--- src/rtl/sa_pkg.sv ---
// Shared constants and types for the systolic-array drain path.
// Data elements are Q2.13 signed words, carried bit-exact through the collector.
package sa_pkg;

    localparam int unsigned DATA_W = 16;
    localparam int unsigned FRAC_W = 13;
    localparam int unsigned INT_W  = 2;

    // Collector tile sequencing.
    typedef enum logic [1:0] {
        IDLE    = 2'd0,
        COLLECT = 2'd1,
        DONE    = 2'd2
    } collector_state_e;

endpackage : sa_pkg

--- src/rtl/sa_col_fifo.sv ---
// Per-column synchronous FIFO, DATA_W x DEPTH, head visible combinationally.
// Ports:
//   clk, rst_n  clock and asynchronous active-low reset
//   clear       synchronous flush (pointers and count to zero)
//   push        write request; taken when not full, or when full with a pop on the same edge
//   pop         read request; ignored while empty
//   wr_data     element to write
//   rd_data     current head element
//   full/empty  occupancy flags
module sa_col_fifo
    import sa_pkg::*;
#(
    parameter int unsigned DEPTH = 4
) (
    input  logic              clk,
    input  logic              rst_n,
    input  logic              clear,
    input  logic              push,
    input  logic              pop,
    input  logic [DATA_W-1:0] wr_data,
    output logic [DATA_W-1:0] rd_data,
    output logic              full,
    output logic              empty
);

    localparam int unsigned AW = (DEPTH > 1) ? $clog2(DEPTH) : 1;
    localparam int unsigned CW = AW + 1;

    logic [DATA_W-1:0] mem [DEPTH];
    logic [AW-1:0]     wr_ptr;
    logic [AW-1:0]     rd_ptr;
    logic [CW-1:0]     count;
    logic              do_push;
    logic              do_pop;

    assign full    = (count == CW'(DEPTH));
    assign empty   = (count == '0);
    assign do_pop  = pop & ~empty;
    // A full FIFO still takes a write when the head leaves on the same edge.
    assign do_push = push & (~full | do_pop);
    assign rd_data = mem[rd_ptr];

    // Storage array; contents need no reset, occupancy is tracked by count.
    always_ff @(posedge clk) begin
        if (do_push && !clear) begin
            mem[wr_ptr] <= wr_data;
        end
    end

    // Pointers and occupancy; DEPTH is a power of two so pointers wrap naturally.
    always_ff @(posedge clk or negedge rst_n) begin
        if (!rst_n) begin
            wr_ptr <= '0;
            rd_ptr <= '0;
            count  <= '0;
        end else if (clear) begin
            wr_ptr <= '0;
            rd_ptr <= '0;
            count  <= '0;
        end else begin
            if (do_push) begin
                wr_ptr <= wr_ptr + AW'(1);
            end
            if (do_pop) begin
                rd_ptr <= rd_ptr + AW'(1);
            end
            case ({do_push, do_pop})
                2'b10:   count <= count + CW'(1);
                2'b01:   count <= count - CW'(1);
                default: count <= count;
            endcase
        end
    end

endmodule : sa_col_fifo

--- src/rtl/sa_out_collector.sv ---
// Drain-side collector for the systolic array bottom edge. Buffers each PE column's
// result stream in its own FIFO to absorb column skew and downstream stalls, then
// pops all columns together to emit one aligned result row per handshake.
// Ports:
//   I_CLK, I_RST_N  clock and asynchronous active-low reset
//   I_START         begin a tile (only honoured in IDLE)
//   I_COL_VLD       per-column element valid
//   I_COL_DATA      per-column element, column c at [16c+15:16c]
//   O_ROW_VLD       result row valid, held until I_ROW_RDY
//   I_ROW_RDY       downstream ready
//   O_ROW_DATA      result row, column c at [16c+15:16c]
//   O_ROW_IDX       row index within the tile
//   O_TILE_DONE     one-cycle pulse after the last row of the tile is taken
//   O_BUSY          high while collecting
//   O_OVF           sticky: an element was dropped on a full column FIFO
module sa_out_collector
    import sa_pkg::*;
#(
    parameter int unsigned COLS  = 4,
    parameter int unsigned ROWS  = 4,
    parameter int unsigned DEPTH = 4
) (
    input  logic                                     I_CLK,
    input  logic                                     I_RST_N,
    input  logic                                     I_START,
    input  logic [COLS-1:0]                          I_COL_VLD,
    input  logic [COLS*DATA_W-1:0]                   I_COL_DATA,
    output logic                                     O_ROW_VLD,
    input  logic                                     I_ROW_RDY,
    output logic [COLS*DATA_W-1:0]                   O_ROW_DATA,
    output logic [$clog2(ROWS)+((ROWS < 2) ? 1 : 0)-1:0] O_ROW_IDX,
    output logic                                     O_TILE_DONE,
    output logic                                     O_BUSY,
    output logic                                     O_OVF
);

    localparam int unsigned IDX_W = $clog2(ROWS) + ((ROWS < 2) ? 1 : 0);
    localparam int unsigned CNT_W = $clog2(ROWS + 1);

    collector_state_e        state;
    logic [CNT_W-1:0]        issue_cnt;   // rows popped into the output register
    logic [CNT_W-1:0]        xfer_cnt;    // rows handed off downstream
    logic [COLS-1:0]         fifo_full;
    logic [COLS-1:0]         fifo_empty;
    logic [COLS-1:0]         push;
    logic [COLS*DATA_W-1:0]  heads;
    logic                    collecting;
    logic                    fifo_clear;
    logic                    xfer;
    logic                    pop;
    logic                    drop;

    assign collecting = (state == COLLECT);
    assign fifo_clear = (state == IDLE);
    assign push       = I_COL_VLD & {COLS{collecting}};
    assign xfer       = O_ROW_VLD & I_ROW_RDY;
    // All columns advance together; the output slot is free or being vacated this edge.
    assign pop        = collecting & (&(~fifo_empty)) & (~O_ROW_VLD | I_ROW_RDY)
                        & (issue_cnt < CNT_W'(ROWS));
    assign drop       = |(push & fifo_full) & ~pop;

    // One FIFO per PE column.
    for (genvar c = 0; c < COLS; c++) begin : g_col
        sa_col_fifo #(
            .DEPTH(DEPTH)
        ) u_fifo (
            .clk    (I_CLK),
            .rst_n  (I_RST_N),
            .clear  (fifo_clear),
            .push   (push[c]),
            .pop    (pop),
            .wr_data(I_COL_DATA[c*DATA_W +: DATA_W]),
            .rd_data(heads[c*DATA_W +: DATA_W]),
            .full   (fifo_full[c]),
            .empty  (fifo_empty[c])
        );
    end

    // Tile FSM, row counters, output row register and overflow flag.
    always_ff @(posedge I_CLK or negedge I_RST_N) begin
        if (!I_RST_N) begin
            state       <= IDLE;
            issue_cnt   <= '0;
            xfer_cnt    <= '0;
            O_ROW_VLD   <= 1'b0;
            O_ROW_DATA  <= '0;
            O_ROW_IDX   <= '0;
            O_TILE_DONE <= 1'b0;
            O_BUSY      <= 1'b0;
            O_OVF       <= 1'b0;
        end else begin
            O_TILE_DONE <= 1'b0;
            case (state)
                IDLE: begin
                    if (I_START) begin
                        state     <= COLLECT;
                        O_BUSY    <= 1'b1;
                        O_OVF     <= 1'b0;
                        issue_cnt <= '0;
                        xfer_cnt  <= '0;
                    end
                end
                COLLECT: begin
                    if (drop) begin
                        O_OVF <= 1'b1;
                    end
                    if (pop) begin
                        O_ROW_DATA <= heads;
                        O_ROW_VLD  <= 1'b1;
                        O_ROW_IDX  <= IDX_W'(issue_cnt);
                        issue_cnt  <= issue_cnt + CNT_W'(1);
                    end else if (xfer) begin
                        O_ROW_VLD <= 1'b0;
                    end
                    if (xfer) begin
                        xfer_cnt <= xfer_cnt + CNT_W'(1);
                        if (xfer_cnt == CNT_W'(ROWS - 1)) begin
                            state       <= DONE;
                            O_BUSY      <= 1'b0;
                            O_TILE_DONE <= 1'b1;
                        end
                    end
                end
                DONE: begin
                    state <= IDLE;
                end
                default: begin
                    state <= IDLE;
                end
            endcase
        end
    end

endmodule : sa_out_collector

--- config.mk ---
export PLATFORM = sky130hd
export DESIGN_NAME = sa_out_collector
export DESIGN_NICKNAME = d
export VERILOG_FILES = /design/src/rtl/sa_pkg.sv /design/src/rtl/sa_col_fifo.sv /design/src/rtl/sa_out_collector.sv
export SDC_FILE = /design/constraint.sdc
export NUM_CORES = 1
export LEC_CHECK = 0
export ABC_AREA = 1
export CORE_MARGIN = 2
export CORE_UTILIZATION = 55
export CTS_CLUSTER_SIZE = 40
export DETAILED_ROUTE_END_ITERATION = 7
export PLACE_DENSITY = 0.77
export SLEW_MARGIN = 20
export SYNTH_ARGS = -nofsm -noshare
export SYNTH_HDL_FRONTEND = slang
export SYNTH_HIERARCHICAL = 1
export SYNTH_SLANG_ARGS = --single-unit
--- constraint.sdc ---
create_clock -name I_CLK -period 3.4 [get_ports I_CLK]
set_clock_uncertainty 0.2 [all_clocks]
set_input_delay 0.51 -clock I_CLK [delete_from_list [all_inputs] [get_ports I_CLK]]
set_output_delay 0.51 -clock I_CLK [all_outputs]
set_load 0.05 [all_outputs]
==> run_results.csv <==
group,metric,value,unit
outcome,status,"complete, no violations",
clocking,clockBufferDepth,3,
global_routing,grt_util_met3,3.923,%
logic_synthesis,yosysWarnings,6,
route,ant_nets,0,
worst_setup_path,crit_fanout,16,
clocking,post-cts-setup-buffers,0,
placement,dp_hpwl,18720,um
global_routing,first_global_vias,9659,
die,die_y,167.7,um
die,coreArea,0.02621,mm^2
clocking,cts_inserted_buffers,38,
logic_synthesis,syn_area,0.01474,mm^2
timing,drv_slew,0,
route,drt-initial-drc-count,663,
route,dr.pass1.iters,5,
die,rows,59,
worst_setup_path,path_delay_family,"simple AND/OR/NAND/NOR gates",
layout,layout-drive-gt1-share,11.77,%
clocking,clk_latency,0.52,ns
die,dieWidth,167.7,um
worst_setup_path,crit_type,"reg -> reg",
clocking,root_buffer,"clkbuf_16",
power_and_ir_drop,p_per_area,941.5,mW/mm^2
worst_setup_path,crit_chain,"inv_2 -> nand2_4 -> inv_1 -> or2_1 -> nor2_1 -> nand2_2 -> inv_2 -> inv_1 -> nand2_2 -> nand2_2 -> inv_2 -> nand2_4 -> nor2_2 -> buf_4",
logic_synthesis,ys_seq_elements,362,
clocking,cts.sinks,362,
die,start_util,56.24,%
layout,syn_to_final_growth,20.47,%
worst_setup_path,worstSetupStartpointType,"flop",
power_and_ir_drop,leakagePower,7.092,nW
worst_setup_path,cpMaxStageDelayCell,"dfrtp_1",
route,vias_per_cell,5.397,
logic_synthesis,yosysSeqAreaShare,70.15,%
route,wl_per_cell,16.83,um
logic_synthesis,syn_inst,1250,
global_routing,grt_util_met2,36.89,%
logic_synthesis,syn-num-nets,1345,
global_routing,use_met1,28.27,%
min_path,min_path_type,"reg -> reg",
clocking,cts_tree,"done",
clocking,ctsHoldBuffers,1,
worst_setup_path,max_stage_delay,0.44,ns
logic_synthesis,synth_cell_types,28,
clocking,post_cts_resize_count,0,
timing,period_needed,2.840,ns
global_routing,grt_use_total,21.43,%
global_routing,busiest_layer,"met2",
worst_setup_path,critPathArrivalTime,2.85,ns
clocking,clkTransAtPathRegs,0.06,ns
clocking,h-tree-depth,2,
route,drc,0,
timing,finalHoldViolations,0,
worst_setup_path,required,3.41,ns
timing,setup_violations,0,
global_routing,grt_pass1_wl,48390,um
worst_setup_path,crit_buf_inv,6,
layout,fin_nets,1501,
timing,rsz0062_at_grt,"no",
power_and_ir_drop,p_total,16.72,mW
timing,worst-slew-pin-transition,0.8143,ns
timing,finalSetupTns,0,ns
route,routed_wl,29820,um
timing,max_freq,352.1,MHz
timing,fin_hold_ws,0.2735,ns
global_routing,overflow,0,
placement,gp_congestion,0.8126,
timing,relSlewSlack,45.72,%
job,drv_cap,0,
global_routing,grt_max_degree,74,
placement,io_buffers,141,
die,dieArea,0.02812,mm^2
logic_synthesis,avgSynthCellArea,11.79,um^2
die,top_level_ports,142,
global_routing,antenna_found_initial,2,
power_and_ir_drop,ir_drop,0.5324,mV
timing,fin_crit_sh,83.52,%
worst_setup_path,cp-end-kind,"flop",
route,via_count,9563,
## through the flow
| step | util, % | setup slack [ns] | std cells | instance area (um^2) |
|---|---|---|---|---|
| 2_1_floorplan | - | 0.3246 | 1250 | 14740 |
| 3_5_place_dp | 62.96 | 0.4160 | 1700 | 16500 |
| 3_3_place_gp | 62.96 | 0.4560 | 1700 | 16500 |
| 5_1_grt | 67.74 | 0.2854 | 1771 | 17750 |
| 6_report | 67.75 | 0.5602 | 1772 | 17760 |
| 4_1_cts | 67.74 | 0.5448 | 1771 | 17750 |
## placed cells by master (no fill, tap or decap), types with 3 or more instances in the layout
master           netlist  final
dfrtp_1              106    106
clkinv_1               0      3
o21ai_1               53     53
a21oi_1                8      8
inv_2                 23     23
nor2_1               150    150
o21ai_0               93     93
clkdlybuf4s50_1        0    140
bufinv_16              0      3
nand2_1              250    249
fa_1                   4      4
edfxtp_1             256    256
nand3_2               12     12
nand2_4                8      8
clkinv_2               0      3
nor2_2                12     12
nor2_4                 4      4
nand4_1               12     12
buf_4                  2     29
a21oi_2                4      4
clkbuf_1               1     16
ha_1                  19     19
nand3_1               24     24
clkbuf_16              0     41
inv_1                 63     63
xnor2_1                5      5
o22ai_1               64     64
nand2_2               19     20
o21ai_2                4      4
## cells in the mapped netlist, drive strengths merged
| library cell | number | area share, % |
|---|---|---|
| a21oi | 12 | 0.51 |
| buf | 54 | 2.1 |
| clkbuf | 2 | 0.059 |
| dfrtp | 106 | 18 |
| edfxtp | 256 | 52 |
| fa | 4 | 0.54 |
| ha | 19 | 1.6 |
| inv | 86 | 2.2 |
| nand2 | 277 | 7.8 |
| nand3 | 36 | 1.6 |
| nand4 | 12 | 0.51 |
| nor2 | 166 | 4.6 |
| o21ai | 150 | 5.2 |
| o22ai | 64 | 2.7 |
| or2 | 1 | 0.042 |
| xnor2 | 5 | 0.30 |
## area by class of cell
| type | instances | area [um^2] |
|---|---|---|
| Antenna cell | 1 | 2.502 |
| Inverter | 86 | 322.8 |
| Sequential cell | 362 | 10340 |
| Clock inverter | 11 | 131.4 |
| Fill cell | 1856 | 8451 |
| Timing Repair Buffer | 172 | 1669 |
| Clock buffer | 59 | 1114 |
| Tap cell | 335 | 419.2 |
| Multi-Input combinational cell | 746 | 3757 |
## worst register-to-register path, stage by stage (launching register included)
cell and delay, ns:
dfrtp_1 0.44, inv_2 0.09, nand2_4 0.10, inv_1 0.04, or2_1 0.24, nor2_1 0.14, nand2_2 0.07, inv_2 0.29
inv_1 0.14, nand2_2 0.09, nand2_2 0.06, inv_2 0.10, nand2_4 0.07, nor2_2 0.21, buf_4 0.26
## flip-flops by register name, summed over array words and instances (netlist names), 2 cells and up
name	cells
O_ROW_DATA	64
O_ROW_IDX	2
g_col.u_fifo/wr_ptr	8
issue_cnt	3
xfer_cnt	3
g_col.u_fifo/count	12
state	2
g_col.u_fifo/mem	256
g_col.u_fifo/rd_ptr	8
## where the power goes
| group | internal, mW | total [mW] | switching [mW] |
|---|---|---|---|
| Clock | 2.48 | 4.08 | 1.59 |
| Sequential | 5.89 | 6.44 | 0.551 |
| Combinational | 1.96 | 6.20 | 4.24 |
| Total | 10.3 | 16.7 | 6.38 |
## worst paths after layout
path | startpoint | endpoint | slack [ns] | cells past startpoint
max | g_col[0].u_fifo/count[2]$_DFFE_PN0P_ | g_col[0].u_fifo/mem[2][10]$_DFFE_PP_ | 0.56 | 14
min | O_ROW_DATA[13]$_DFFE_PN0P_ | O_ROW_DATA[13]$_DFFE_PN0P_ | 0.27 | 2
max reg2reg | g_col[0].u_fifo/count[2]$_DFFE_PN0P_ | g_col[0].u_fifo/mem[2][10]$_DFFE_PP_ | 0.56 | 14
min reg2reg | O_ROW_DATA[13]$_DFFE_PN0P_ | O_ROW_DATA[13]$_DFFE_PN0P_ | 0.27 | 2
max in group asynchronous | I_RST_N | O_ROW_DATA[56]$_DFFE_PN0P_ | 1.87 | 3
min in group asynchronous | I_RST_N | O_ROW_DATA[24]$_DFFE_PN0P_ | 0.35 | 2
## kinds of logic (layout without fill, tap and decap cells)
family,Yosys count,count (layout),synth area share (%)
compound gates,226,226,8.421
xor+xnor,5,5,0.2971
fa+ha+maj,23,23,2.156
buf+inv,142,328,4.372
flops,362,362,70.15
other cells,0,1,0
simple gates,492,492,14.60
## layer usage
metal | vias to the layer above | routed length, um
met5 | - | 16
met4 | 2 | 567
met3 | 38 | 1413
met2 | 249 | 14770
met1 | 4652 | 13050
li1 | 4622 | -
Power figures use the tool's default switching activity.
